`src/rtl/shift_pkg.sv`:
```
// shift_pkg: shared widths, shift type and FSM state encodings for the sequential shifter.
package shift_pkg;
   localparam int DATA_W = 16;
   localparam int AMT_W = $clog2(DATA_W);
   typedef enum logic [1:0] {SH_LSL, SH_LSR, SH_ASR, SH_ROR} shift_type_e;
   typedef enum logic [1:0] {ST_IDLE, ST_SHIFT, ST_DONE} state_e;
endpackage

```
`src/rtl/shift_step.sv`:
```
// shift_step: one combinational shift/rotate step of 1 or 4 positions, with the last bit out as carry.
module shift_step
   import shift_pkg::*;
(
   input  logic [DATA_W-1:0] data,
   input  shift_type_e       ty,
   input  logic              step4,
   output logic [DATA_W-1:0] next_data,
   output logic              c
);
   logic       lsl;
   logic       fill1;
   logic [3:0] fill4;
   assign lsl = ty == SH_LSL;
   // right shifts differ only in what enters from the top
   assign fill1 = ty == SH_ASR ? data[DATA_W-1] : ty == SH_ROR ? data[0] : 1'b0;
   assign fill4 = ty == SH_ASR ? {4{data[DATA_W-1]}} : ty == SH_ROR ? data[3:0] : 4'b0;
   assign next_data = lsl ? (step4 ? {data[DATA_W-5:0], 4'b0} : {data[DATA_W-2:0], 1'b0})
                          : (step4 ? {fill4, data[DATA_W-1:4]} : {fill1, data[DATA_W-1:1]});
   assign c = lsl ? (step4 ? data[DATA_W-4] : data[DATA_W-1]) : (step4 ? data[3] : data[0]);
endmodule

```
`src/rtl/shift_seq_unit.sv`:
```
// shift_seq_unit: multi-cycle shift/rotate unit with valid/ready request and response.
// SHIFT_STEP4_EN: take 4-position steps while at least 4 positions remain.
module shift_seq_unit
   import shift_pkg::*;
(
   input  logic              clk,
   input  logic              rst_n,
   input  logic              req_valid,
   output logic              req_ready,
   input  logic [DATA_W-1:0] req_data,
   input  logic [AMT_W-1:0]  req_amount,
   input  logic [1:0]        req_type,
   output logic              rsp_valid,
   input  logic              rsp_ready,
   output logic [DATA_W-1:0] rsp_data,
   output logic              rsp_c
);
   state_e            state;
   shift_type_e       ty;
   logic [DATA_W-1:0] d;
   logic [DATA_W-1:0] nd;
   logic [AMT_W-1:0]  cnt;
   logic [AMT_W-1:0]  dec;
   logic              nc;
   logic              step4;
`ifdef SHIFT_STEP4_EN
   assign step4 = cnt >= AMT_W'(4);
`else
   assign step4 = 1'b0;
`endif
   assign dec = step4 ? AMT_W'(4) : AMT_W'(1);
   assign req_ready = state == ST_IDLE;
   shift_step u_step (
      .data      (d),
      .ty        (ty),
      .step4     (step4),
      .next_data (nd),
      .c         (nc)
   );
   always_ff @(posedge clk or negedge rst_n)
      if (!rst_n) begin
         state <= ST_IDLE;
         ty <= SH_LSL;
         d <= '0;
         cnt <= '0;
         rsp_valid <= 1'b0;
         rsp_data <= '0;
         rsp_c <= 1'b0;
      end else
         case (state)
            ST_IDLE:
               if (req_valid) begin
                  ty <= shift_type_e'(req_type);
                  d <= req_data;
                  cnt <= req_amount;
                  if (req_amount == '0) begin
                     state <= ST_DONE;
                     rsp_valid <= 1'b1;
                     rsp_data <= req_data;
                     rsp_c <= 1'b0;
                  end else
                     state <= ST_SHIFT;
               end
            ST_SHIFT: begin
               d <= nd;
               cnt <= cnt - dec;
               if (cnt == dec) begin
                  state <= ST_DONE;
                  rsp_valid <= 1'b1;
                  rsp_data <= nd;
                  rsp_c <= nc;
               end
            end
            ST_DONE:
               if (rsp_ready) begin
                  state <= ST_IDLE;
                  rsp_valid <= 1'b0;
               end
            default: state <= ST_IDLE;
         endcase
endmodule
```
`config.mk`:
```
export PLATFORM = sky130hd
export DESIGN_NAME = shift_seq_unit
export DESIGN_NICKNAME = d
export VERILOG_FILES = /design/src/rtl/shift_pkg.sv /design/src/rtl/shift_step.sv /design/src/rtl/shift_seq_unit.sv
export SDC_FILE = /design/constraint.sdc
export NUM_CORES = 1
export LEC_CHECK = 0
export CAP_MARGIN = 20
export CORE_MARGIN = 2
export CORE_UTILIZATION = 35
export DETAILED_ROUTE_END_ITERATION = 8
export SLEW_MARGIN = 30
export SYNTH_ARGS = -nofsm -noshare
export SYNTH_HDL_FRONTEND = slang
export SYNTH_SLANG_ARGS = --single-unit
```
`constraint.sdc`:
```
create_clock -name clk -period 5 [get_ports clk]
set_clock_uncertainty 0.15 [all_clocks]
set_input_delay 1 -clock clk [delete_from_list [all_inputs] [get_ports clk]]
set_output_delay 1 -clock clk [all_outputs]
set_load 0.005 [all_outputs]
```
==> out/results.txt, run 1 <==
status - completed
Port-buffer cells - 44
post-CTS resize count - 0
DRT Pass-1 Iters - 4
core area - 5990 sq um
Die Ht - 83.1 um
ys flop type - dfrtp_1
Remaining DRCs - 0
Area Overhead vs Synth - 29.3%
GRT Total Usage - 14.1%
postcts setup bufs - 0
Setup TNS Final - 0 ns
syn avg cell area - 11.1 sq um
commonest non-fill, non-tap cells in the layout - clkdlybuf4s50_1, dfrtp_1, nand2_1, o21ai_0, mux2i_1
Clock Latency Late Sink - 0.30 ns
worst r2r src - cnt[0]
Logic pwr share - 49.8%
nets - 268
Power Total - 1.96 mW
Synth async-reset ratio - 100%
Yosys warnings - 0
Mapped Nets - 225
final global-route overflow total - 0
Reg power frac - 33.4%
RSZ-0062 raised after global routing - false
Max-cap violations - 0
worst slew pin tran - 0.593 ns
Crit path arrival time - 1.62 ns
NetSw - 0.733 mW
critical path fanouts, max - 12
final setup fails - 0
largest net degree at the start of global routing - 41
clock share of power - 16.9%
Yosys top cell area share - 48.0%
Row Count - 28
worst hold slack - 0.334 ns
layout cells sized above 1 - 19.9%
ANT nets after route - 0
sequential-to-total area share from yosys stat - 48.0%
Sw Ratio - 37.4%
Seq cells post-synth - 42
Initial Util - 36.6%
Final Hold Viols - 0
total CTS buffers - 5
initial antenna violation count - 0
CP max-delay cell - dfrtp_1
# hold bufs at CTS - 0
FMAX - 0.361 GHz
CTS Root Cell - clkbuf_8
crit-path cells - nor2_1, clkdlybuf4s50_1
Syn Inst Count - 197
cell leakage power - 1.22 nW
Distinct cells, synth - 36
crit path capture type - primary output
WP data required - 3.85 ns
diodes inserted - 0
wirelength, routed - 4560 um
Initial DRC Count - 41
htree depth - 2
commonest non-fill, non-tap cell in the layout - clkdlybuf4s50_1
VDD IR-drop max - 0.000539 V
Hold Startpoint - rsp_data[8]
crit path launch - state[0]
first-pass GRT wire length - 7860 um
number of global-route vias before repair - 1,634
minimum clock period - 2.77 ns
Hold Path Class - reg -> reg
top post-synthesis cells by area - dfrtp_1, mux2i_1, nand2_1
Vias/cell - 4.98
WL/cell - 14.4 um
hpwl dp - 3230 um
Pint - 1.23 mW
Util after Layout - 47.3%
Crit Path Class - reg -> out
Worst-path clk slew - 0.08 ns
Placer Congestion - 0.778
Post-Syn Area - 2190 sq um
Die W - 83.1 um
Cell Pwr Density - 693 nW/um^2
CTS tree - done
placed cell count - 308
# IOs - 45
CP Launch Type - register
die area - 6910 sq um
fin cells - 316
number of enable flip-flop cells after synthesis - 0
# clock sinks - 42
Final Max Tran Viols - 0
DR vias - 1,575
CTS Buffer Depth - 2
slew margin rel. - 60.5%
max incr delay on CP - 0.56 ns
final period utilization - 55.4%
Synth area leader - dfrtp_1
==> cells by family after synthesis <==
group	after synthesis	synth area share (%)
adders and majority gates	2	1.14
DFF	42	48.0
AOI/OAI and AO/OA	52	16.2
muxes	32	16.6
and+or+nand+nor	53	12.5
buffers and inverters	16	5.60
==> per-layer routing <==
metal,GRT usage (%),up-vias,wire length [um]
li1,-,784,-
met1,18.3,753,2120
met2,23.2,33,2200
met3,3.38,5,180
met4,4.47,0,63
met5,0,-,0
==> cell type report <==
type	count	area, sq um
sequential	42	1050
timing repair buffer	47	498
inverter	5	18.8
fill	582	3160
clock buffer	6	82.6
clock inverter	2	60.1
multi-input combinational	139	1030
tap	75	93.8
==> cell usage after synthesis (2+ instances only) <==
cell and number:
a21oi_1 2, a221o_1 2, ha_1 2, mux2_2 11, buf_2 2, buf_6 5, o21ai_1 7, nor2_1 9
buf_4 3, o31ai_1 2, o21ai_0 17, o21ai_2 13, a31oi_1 2, inv_1 4, dfrtp_1 42, mux2_4 6
nand2_1 35, mux2i_1 15
==> power groups by stage <==
stage / Clock [mW] / Combinational, mW / Sequential, mW
global route: 0.356 / 1.09 / 0.684
CTS: 0.341 / 0.998 / 0.656
floorplan: 0 / 0.758 / 0.620
finish: 0.331 / 0.977 / 0.654
detailed placement: 0 / 0.993 / 0.661
global placement: 0 / 0.950 / 0.656
==> registers in the layout (all words and copies together), names as in the netlist <==
| register | count |
|---|---|
| rsp_c | 1 |
| cnt | 4 |
| d | 16 |
| rsp_data | 16 |
| state | 2 |
| rsp_valid | 1 |
| ty | 2 |
==> final timing paths <==
check / cells after the start / slack [ns] / endpoint
worst max-delay path: 2 / 2.23 / req_ready
worst min-delay path: 2 / 0.33 / rsp_data[8]
worst max register to register: 5 / 2.83 / rsp_c
worst min register to register: 2 / 0.33 / rsp_data[8]
max in group asynchronous: 2 / 3.66 / rsp_data[1]
min in group asynchronous: 1 / 0.54 / d[14]
==> critical path, delay by kind of cell, from the launching register on <==
family | cells | cell delay (ns)
flip-flops | 1 | 0.56
AND/OR/NAND/NOR | 1 | 0.24
buffers and inverters | 1 | 0.53
==> metrics by stage <==
step	setup WS [ns]	area [sq um]
5_1_grt	2.16	2830
4_1_cts	2.24	2830
2_1_floorplan	2.89	2190
6_report	2.23	2830
3_3_place_gp	1.94	2640
3_5_place_dp	1.97	2690
(Power assumes the default switching activity.)
==> run 2: changes to the inputs <==
==> constraint.sdc (replaced) <==
create_clock -name clk -period 2.45 [get_ports clk]
set_clock_uncertainty 0.15 [all_clocks]
set_input_delay 0.49 -clock clk [delete_from_list [all_inputs] [get_ports clk]]
set_output_delay 0.49 -clock clk [all_outputs]
set_load 0.005 [all_outputs]
==> run 2 against run 1 <==
Effect of this change: die area is the same; largest power group unchanged; combinational power increased by 110%; setup slack lost 2.0 ns; critical path type unchanged.
==> out/results.txt, run 2 (same netlist as run 1, synthesis figures left out) <==
DR vias - 1,540
WP data required - 1.81 ns
register area - 1050 sq um
Util after Layout - 46.4%
commonest non-fill, non-tap cell in the layout - clkdlybuf4s50_1
Die W - 83.1 um
ANT nets after route - 0
Crit Path Class - reg -> out
Remaining DRCs - 0
Max-cap violations - 0
Initial Util - 36.6%
CTS Buffer Depth - 2
Final Max Tran Viols - 0
core area - 5990 sq um
initial antenna violation count - 0
Placer Congestion - 0.748
worst slew pin tran - 0.544 ns
number of global-route vias before repair - 1,552
WL/cell - 13.6 um
minimum clock period - 2.21 ns
nets - 271
layout cells sized above 1 - 20.9%
biggest regs - d: 16 flops, rsp_data: 16 flops, cnt: 4 flops
final global-route overflow total - 0
Initial DRC Count - 67
Area Overhead vs Synth - 26.9%
status - completed
post-CTS resize count - 0
postcts setup bufs - 0
hpwl dp - 3080 um
crit path capture type - primary output
die area - 6910 sq um
Multi-input gate area - 1030 sq um
Fill cells - 571
Final Hold Viols - 0
RSZ-0062 raised after global routing - false
Row Count - 28
slew margin rel. - 63.7%
Port-buffer cells - 44
total CTS buffers - 5
CTS Root Cell - clkbuf_8
VDD IR-drop max - 0.000571 V
final setup margin - 0.237 ns
# hold bufs at CTS - 0
CTS tree - done
Clock Latency Late Sink - 0.30 ns
Hold Path Class - in -> async
GRT Total Usage - 13.7%
Die Ht - 83.1 um
pre-CTS setup slack - 0.188 ns
Vias/cell - 4.83
diodes inserted - 0
Setup TNS Final - 0 ns
final setup fails - 0
critical path fanouts, max - 12
CP Launch Type - register
Cell Pwr Density - 1370 nW/um^2
Crit path arrival time - 1.57 ns
Worst-path clk slew - 0.08 ns
FMAX - 0.452 GHz
wirelength, routed - 4330 um
# IOs - 45
# clock sinks - 42
largest net degree at the start of global routing - 43
htree depth - 2
final period utilization - 90.3%
cell leakage power - 1.20 nW
DRT Pass-1 Iters - 4
commonest non-fill, non-tap cells in the layout - clkdlybuf4s50_1, dfrtp_1, nand2_1, o21ai_0, mux2i_1
first-pass GRT wire length - 7620 um
## run 2: layout make-up
| cell class | count | share of cell area [%] |
|---|---|---|
| clock buffer | 6 | 2.97 |
| clock inverter | 2 | 0.450 |
| inverter | 5 | 0.675 |
| sequential | 42 | 37.8 |
| timing repair buffer | 50 | 17.7 |
| tap | 75 | 3.38 |
| multi-input combinational | 139 | 37.0 |
## run 2: metal layers
layer	vias up	global-route usage, %	share of wire, %
li1	786	-	-
met1	712	19.8	52
met2	36	19.8	43
met3	6	3.78	3.9
met4	0	4.47	1.5
met5	-	0	0
## run 2: critical path, stage by stage (launching register included)
cell and delay [ns]:
dfrtp_1 0.55, nor2_1 0.20, clkdlybuf4s50_1 0.53
## run 2: where the power goes
part           total (mW)  internal, mW  switching [mW]
registers            1.33          1.03           0.295
logic                2.01          1.06           0.947
clock network       0.470         0.227           0.244
total                3.81          2.32            1.49
## run 2: through the flow
step                      area, sq um  total power, mW  cells  hold WS, ns
after global routing             2780             4.16    319        0.147
after global placement           2690             3.34    311        0.313
final                            2780             3.81    319        0.105
after detailed placement         2690             3.38    311        0.318
after floorplan                  2190             2.81    197       0.0444
after CTS                        2780             3.86    319        0.126
## run 2: path summary, 6_finish.rpt
| kind | start | end | slack (ns) | depth (start not counted) |
|---|---|---|---|---|
| max | state[0] | req_ready | 0.24 | 2 |
| min | rst_n | cnt[2] | 0.11 | 2 |
| max reg2reg | ty[1] | d[3] | 0.55 | 5 |
| min reg2reg | rsp_data[4] | rsp_data[4] | 0.33 | 2 |
| max in group asynchronous | rst_n | rsp_data[2] | 1.67 | 2 |
| min in group clk | rsp_data[4] | rsp_data[4] | 0.33 | 2 |
==> run 3: changes to the inputs <==
--- a/config.mk
+++ b/config.mk
@@ -7,8 +7,9 @@
 export LEC_CHECK = 0
 export CAP_MARGIN = 20
 export CORE_MARGIN = 2
-export CORE_UTILIZATION = 35
+export CORE_UTILIZATION = 45
 export DETAILED_ROUTE_END_ITERATION = 8
+export PLACE_DENSITY = 0.72
 export SLEW_MARGIN = 30
 export SYNTH_ARGS = -nofsm -noshare
 export SYNTH_HDL_FRONTEND = slang
==> constraint.sdc (replaced) <==
create_clock -name clk -period 2.25 [get_ports clk]
set_clock_uncertainty 0.15 [all_clocks]
set_input_delay 0.45 -clock clk [delete_from_list [all_inputs] [get_ports clk]]
set_output_delay 0.45 -clock clk [all_outputs]
set_load 0.005 [all_outputs]
==> run 3 against run 2 <==
Effect of this change: first-iteration DRC count grew 25%; critical path depth unchanged; via count is 0.39% higher; non-clock buffer count rose by 1; combinational power grew 9%; critical path type unchanged; critical endpoint unchanged; largest cell class unchanged; largest power group unchanged.
==> out/results.txt, run 3 (same netlist as run 1, synthesis figures left out) <==
status - completed
final period utilization - 95.3%
commonest non-fill, non-tap cells in the layout - clkdlybuf4s50_1, dfrtp_1, nand2_1, o21ai_0, mux2i_1
Remaining DRCs - 0
register area - 1050 sq um
total CTS buffers - 5
commonest non-fill, non-tap cell in the layout - clkdlybuf4s50_1
initial antenna violation count - 0
Fill cells - 423
Hold Path Class - reg -> reg
final instance area - 2810 sq um
core area - 4720 sq um
# clock sinks - 42
Worst-path clk slew - 0.09 ns
Power Total - 4.24 mW
grt met3 use - 2.74%
final global-route overflow total - 0
worst slew pin tran - 0.556 ns
Final Hold Viols - 0
CTS Root Cell - clkbuf_8
critical path fanouts, max - 12
Final Max Tran Viols - 0
placed inst area - 2690 sq um
Vias/cell - 4.96
CP Launch Type - register
WP data required - 1.65 ns
FMAX - 0.466 GHz
layout cells sized above 1 - 20.4%
Worst R2R Setup Slack - 0.35 ns
Cell Pwr Density - 1510 nW/um^2
first-pass GRT wire length - 7340 um
nets - 272
worst hold slack - 0.329 ns
DR vias - 1,546
largest net degree at the start of global routing - 43
Port-buffer cells - 44
Max-cap violations - 0
met1 Use GR - 25.5%
Area Overhead vs Synth - 28.2%
number of global-route vias before repair - 1,531
final setup fails - 0
Multi-input gate area - 1030 sq um
Worst R2R Path Depth - 4
htree depth - 2
worst r2r src - ty[1]
Placer Congestion - 0.753
biggest regs - d: 16 flops, rsp_data: 16 flops, cnt: 4 flops
CTS Buffer Depth - 2
met2 Use GR - 26.3%
Die Ht - 73.8 um
hpwl dp - 3020 um
Initial DRC Count - 84
minimum clock period - 2.15 ns
RSZ-0062 raised after global routing - false
wirelength, routed - 4290 um
DRT Pass-1 Iters - 4
Row Count - 25
Crit Path Class - reg -> out
diodes inserted - 0
CTS tree - done
VDD IR-drop max - 0.000994 V
Clock Latency Late Sink - 0.29 ns
cell leakage power - 1.21 nW
WL/cell - 13.7 um
crit path to - req_ready
# IOs - 45
crit path capture type - primary output
Die W - 73.8 um
GRT Total Usage - 17.5%
Initial Util - 46.4%
crit path launch - state[0]
die area - 5440 sq um
ANT nets after route - 0
reg2reg end - d[14]
post-CTS resize count - 0
slew margin rel. - 62.8%
Crit path arrival time - 1.55 ns
Setup TNS Final - 0 ns
grt peak-use layer - met2
run 3: critical path: stages, from the launching register on:
cell and delay (ns):
dfrtp_1 0.54, nor2_1 0.19, clkdlybuf4s50_1 0.53
run 3: how the worst min path moves through the flow:
stage	startpoint	cells past startpoint	end	slack [ns]
global route	rsp_data[5]	2	rsp_data[5]	0.35
CTS	rsp_data[5]	2	rsp_data[5]	0.34
detailed placement	rst_n	2	rsp_data[3]	0.29
finish	rsp_data[5]	2	rsp_data[5]	0.33
global placement	rst_n	2	rsp_data[2]	0.29
floorplan	rst_n	0	cnt[0]	0.004
run 3: layout make-up:
| type | instances | share of cell area, % |
|---|---|---|
| clock inverters | 2 | 1.34 |
| repair buffers | 51 | 18.4 |
| multi-input cells | 139 | 36.6 |
| flip-flops and latches | 42 | 37.4 |
| inverters | 5 | 0.668 |
| clock buffers | 6 | 2.58 |
| well taps | 67 | 2.99 |
run 3: metal layers:
| metal | part of all wire [%] | wire length [um] | up-vias |
|---|---|---|---|
| met3 | 3.9 | 166 | 5 |
| met2 | 46 | 1970 | 35 |
| li1 | - | - | 790 |
| met1 | 49 | 2090 | 716 |
| met4 | 1.3 | 57 | 0 |
| met5 | 0 | 0 | - |
run 3: power breakdown:
group / switching (mW) / internal, mW
Combinational: 1.04 / 1.16
Clock: 0.260 / 0.331
Sequential: 0.321 / 1.13
run 3: timing repair:
item,CTS,global route
setup buffers,0,0
hold buffers,1,0
hold endpoints to repair,42,0
run 3: metrics by stage:
stage	cells	setup slack, ns	util [%]
6_report	312	0.105	59.4
5_1_grt	312	0.0185	59.4
4_1_cts	312	0.0960	59.4
3_5_place_dp	303	0.0561	56.9
3_3_place_gp	303	0.118	56.9
2_1_floorplan	197	0.564	-
==> patch 1 (config.mk and constraints of run 2) <==
Encoding of `state_e`: now one-hot (3 bits for 3 states).
--- a/src/rtl/shift_pkg.sv
+++ b/src/rtl/shift_pkg.sv
@@ -5,3 +5,3 @@
    typedef enum logic [1:0] {SH_LSL, SH_LSR, SH_ASR, SH_ROR} shift_type_e;
-   typedef enum logic [1:0] {ST_IDLE, ST_SHIFT, ST_DONE} state_e;
+   typedef enum logic [2:0] {ST_IDLE = 3'b001, ST_SHIFT = 3'b010, ST_DONE = 3'b100} state_e;
 endpackage
Formal check against the unedited RTL: no difference found for any inputs over 10 cycles, from zero or initial values and one cycle with rst_n low; not proved beyond that.
==> patch 1 against run 2 <==
- clock power rose by 20%
- setup slack got worse by 0.072 ns
- synthesized area rose by 4.5%
- non-clock buffer count rose by 12
- sequential cell count rose by 1
- total power fell by 5.4%
- core utilization barely moved
- hold slack got worse by 0.0028 ns
- routed wire length rose by 43%
- final area rose by 6.1%
- largest power group unchanged
==> patch 1: results (changes against run 2) <==
synth:
  synth_common_cells: "dfrtp_1, o31ai_1, nor2_1, clkbuf_1"
  async_flop_share_pct: 100.0  # unchanged
  ys_types: 37  # +2.8%
  ys.warnings.count: 0  # unchanged
  synth_nets: 254  # +13%
  syn_area_per_cell_sq_um: 10.13  # -8.9%
  yosys-top-cells-area: "dfrtp_1, o31ai_1, o221ai_1"
  yosysSeqAreaShare_pct: 47.05  # -0.92 points
pwr:
  power.internal_uw: 2227  # -4.1%
  leakagePower_uw: 0.001167  # -2.9%
  ir_drop_mv: 0.4815  # -16%
worst_setup_path:
  crit_path_top_delay_cell: "dfstp_2"
  arrival_ns: 1.64  # +0.07 ns
  critPathMaxFanout: 8  # -4
  cp_top_family: "flip-flops"
  max_stage_delay_ns: 0.60  # +0.05 ns
drt:
  first_pass_iters: 4  # unchanged
  vias: 2012  # +31%
  wl_mm: 6.192  # +43%
  drt-initial-drc-count: 114  # +70%
  post_drt_via_cell_ratio: 5.798  # +20%
global_routing:
  antenna_found_initial: 0  # unchanged
  grt_usage_pct: 18.32  # +4.6 points
  grt_pass1_vias: 2068  # +33%
  grt_max_degree: 44  # +2.3%
  grt_first_pass_wirelength_mm: 10.36  # +36%
timing:
  worst_pin_slew_ns: 0.5560  # +0.01191 ns
clock_tree:
  cts_setup_buffers: 0  # unchanged
  cts_buffers: 5  # unchanged
  cts_resized: 0  # unchanged
  worstSkewPairLatency_ns: 0.30  # about the same
  root_buffer: "clkbuf_8"
  clockBufferDepth: 2  # unchanged
finish:
  nets: 297  # +9.6%
  num_antenna_cells: 0  # unchanged
  reg.largest.list: "d x16, rsp_data x16, cnt x4"
  drive_gt1_share_pct: 13.33  # -7.6 points
  n_fill_cell: 598  # +4.7%
place:
  post_dp_cell_area_sq_um: 2836  # +5.6%
  gp_congestion: 0.8082  # +8.1%
  port_buffers: 44  # unchanged
  dpl.hpwl_mm: 4.061  # +32%
  pre_cts_slack_ns: -0.003958  # -0.1920 ns
  dp_cells: 339  # +9.0%
worst_hold_path:
  hold_class: "input pin to asynchronous set/reset pin"
run_status:
  status: "finished clean"
## patch 1: power by group through the flow
stage	logic, uW	registers [uW]	clock network, uW
floorplan	1020	1280	0
global route	1870	1410	613
global placement	1660	1370	0
detailed placement	1680	1370	0
CTS	1690	1360	578
finish	1680	1360	564
## patch 1: final timing paths
path	depth (start not counted)	startpoint	endpoint	slack [ns]
max in group asynchronous	2	rst_n	state[0]	1.66
worst min register to register	2	rsp_valid	rsp_valid	0.39
worst max-delay path	2	state[0]	req_ready	0.17
worst max register to register	6	cnt[1]	rsp_data[14]	0.35
min in group clk	2	rsp_valid	rsp_valid	0.39
worst min-delay path	2	rst_n	rsp_data[12]	0.10
## patch 1: final cells by class
class	instances	area (sq um)	share of cell area [%]
Clock inverter	3	43.79	1.485
Multi-Input combinational cell	153	1077	36.53
Sequential cell	43	1077	36.53
Clock buffer	5	68.82	2.333
Timing Repair Buffer	62	570.5	19.35
Tap cell	77	96.34	3.267
Inverter	4	15.01	0.5091
## patch 1: logic make-up after synthesis
| kind of cell | Yosys count | share of synthesized area, % |
|---|---|---|
| compound gates | 89 | 30.66 |
| simple gates | 55 | 11.80 |
| flops | 43 | 47.05 |
| buf+inv | 30 | 6.120 |
| mux | 7 | 3.279 |
| fa+ha+maj | 2 | 1.093 |
## patch 1: metal layers
layer,GRT usage [%],wire [um],vias to the layer above
met3,3.696,306,7
met1,26.06,2981,981
met2,28.42,2831,66
met5,0,0,-
met4,5.483,72,0
li1,-,-,958
## patch 1: metrics by stage
step                      utilization, %   TNS (ns)  power, uW
after floorplan                        -          0       2297
after global placement             44.67          0       3030
after detailed placement           44.67  -0.003958       3052
after CTS                          46.44          0       3625
after global routing               46.44          0       3891
final                              46.44          0       3603
==> patch 2 (config.mk and constraints of run 2) <==
Made on the original files. Build with the macro `SHIFT_STEP4_EN` defined.
--- a/src/rtl/shift_seq_unit.sv
+++ b/src/rtl/shift_seq_unit.sv
@@ -2,2 +2,4 @@
 // SHIFT_STEP4_EN: take 4-position steps while at least 4 positions remain.
+`define SHIFT_STEP4_EN
+
 module shift_seq_unit
Check against the original RTL: not equivalent (a bounded check fails within 4 cycles, from zero or initial values and one cycle with rst_n low).
==> patch 2 against run 2 <==
- count of clock-buffer cells in the layout shrank 1
- total power grew 16%
- routed wire length grew 31%
- sequential cell count is the same
- final area grew 8.1%
- synthesized area grew 7.7%
- die area grew 7.3%
- setup slack gained 0.052 ns
- largest power group unchanged
==> patch 2: results (changes against run 2) <==
drt:
  post_drt_via_cell_ratio: 5.371  # +11%
  first_pass_iters: 4  # unchanged
  drt-initial-drc-count: 163  # +140%
  wl_mm: 5.658  # +31%
synth:
  ys_types: 45  # +25%
  synth_common_cells: "dfrtp_1, nand2_1, nor2_1, o21ai_0, o31ai_1"
  dominantRegCellSynth: "dfrtp_1"
  yosys-top-cells-area: "dfrtp_1, mux4_2, nand2_1"
  synth_nets: 276  # +23%
  async_flop_share_pct: 100.0  # unchanged
  yosysSeqAreaShare_pct: 44.54  # -3.4 points
  ys.warnings.count: 0  # unchanged
global_routing:
  grt_pass1_vias: 1854  # +19%
  grt_usage_pct: 16.42  # +2.7 points
  grt_first_pass_wirelength_mm: 9.446  # +24%
  antenna_found_initial: 0  # unchanged
  grt_max_degree: 43  # unchanged
run_status:
  status: "finished clean"
finish:
  drive_gt1_share_pct: 13.01  # -7.9 points
  n_fill_cell: 643  # +13%
  nets: 319  # +18%
  num_antenna_cells: 0  # unchanged
  reg.largest.list: "d x16, rsp_data x16, cnt x4"
pwr:
  leakagePower_uw: 0.001262  # +5.0%
  ir_drop_mv: 0.4470  # -22%
timing:
  max_slew_margin_pct: 64.28  # +0.56 points
clock_tree:
  clockBufferDepth: 2  # unchanged
  cts_resized: 0  # unchanged
  path_clk_slew_ns: 0.08  # about the same
  cts_buffers: 5  # unchanged
  root_buffer: "clkbuf_8"
  worstSkewPairLatency_ns: 0.30  # about the same
  cts_setup_buffers: 0  # unchanged
  htreeDepth: 2  # unchanged
place:
  dpl.hpwl_mm: 4.032  # +31%
  gp_congestion: 0.8614  # +15%
  pre_cts_slack_ns: 0.1650  # -0.02301 ns
  port_buffers: 44  # unchanged
worst_setup_path:
  arrival_ns: 2.21  # +0.64 ns
  critPathMaxFanout: 35  # +23
worst_hold_path:
  hold_class: "input pin to asynchronous set/reset pin"
## patch 2: worst max-delay path, stage by stage (launching register included)
cell	delay, ns
dfrtp_1	0.38
or2_1	0.31
inv_8	0.13
ha_1	0.16
nor4bb_1	0.30
o221ai_2	0.18
buf_12	0.20
o31ai_1	0.26
## patch 2: per-stage QoR
step | area (sq um) | std cells
after global routing | 3007 | 369
after CTS | 3007 | 369
final | 3007 | 369
after detailed placement | 2898 | 361
after global placement | 2898 | 361
after floorplan | 2360 | 248
## patch 2: kinds of logic after synthesis
kind of cell	after synthesis	share of synthesized area, %
AO/OA/AOI/OAI	76	20.94
XOR/XNOR	1	0.3712
adder cells (fa/ha/maj)	2	1.060
buffers and inverters	24	5.143
flip-flops	42	44.54
multiplexers	13	10.55
AND/OR/NAND/NOR	90	17.39
## patch 2: area by class of cell
type / count / area, sq um / share of cell area (%)
inverters: 6 / 30.03 / 0.9988
repair buffers: 54 / 523.0 / 17.39
clock inverters: 3 / 40.04 / 1.332
flip-flops and latches: 42 / 1051 / 34.96
clock buffers: 5 / 68.82 / 2.289
multi-input cells: 182 / 1197 / 39.83
well taps: 77 / 96.34 / 3.204
## patch 2: power breakdown
group / switching, uW / internal [uW]
logic: 1230 / 1240
clock network: 237 / 300
registers: 345 / 1050
total: 1810 / 2590
## patch 2: path summary, 6_finish.rpt
| path | startpoint | end | slack (ns) | cells after the start |
|---|---|---|---|---|
| setup / recovery | cnt[3] | rsp_data[8] | 0.29 | 7 |
| hold / removal | rst_n | rsp_data[7] | 0.09 | 2 |
| setup reg to reg | cnt[3] | rsp_data[8] | 0.29 | 7 |
| hold reg to reg | rsp_data[10] | rsp_data[10] | 0.33 | 2 |
| max in group asynchronous | rst_n | rsp_data[14] | 1.67 | 2 |
| min in group clk | rsp_data[10] | rsp_data[10] | 0.33 | 2 |
## patch 2: routing by layer
metal | vias to the layer above | GRT usage [%] | routed length (um) | share of wire [%]
met3 | 5 | 3.754 | 329 | 5.8
met4 | 0 | 5.195 | 75 | 1.3
li1 | 985 | - | - | -
met1 | 936 | 23.90 | 2603 | 46
met5 | - | 0 | 0 | 0
met2 | 56 | 24.24 | 2649 | 47
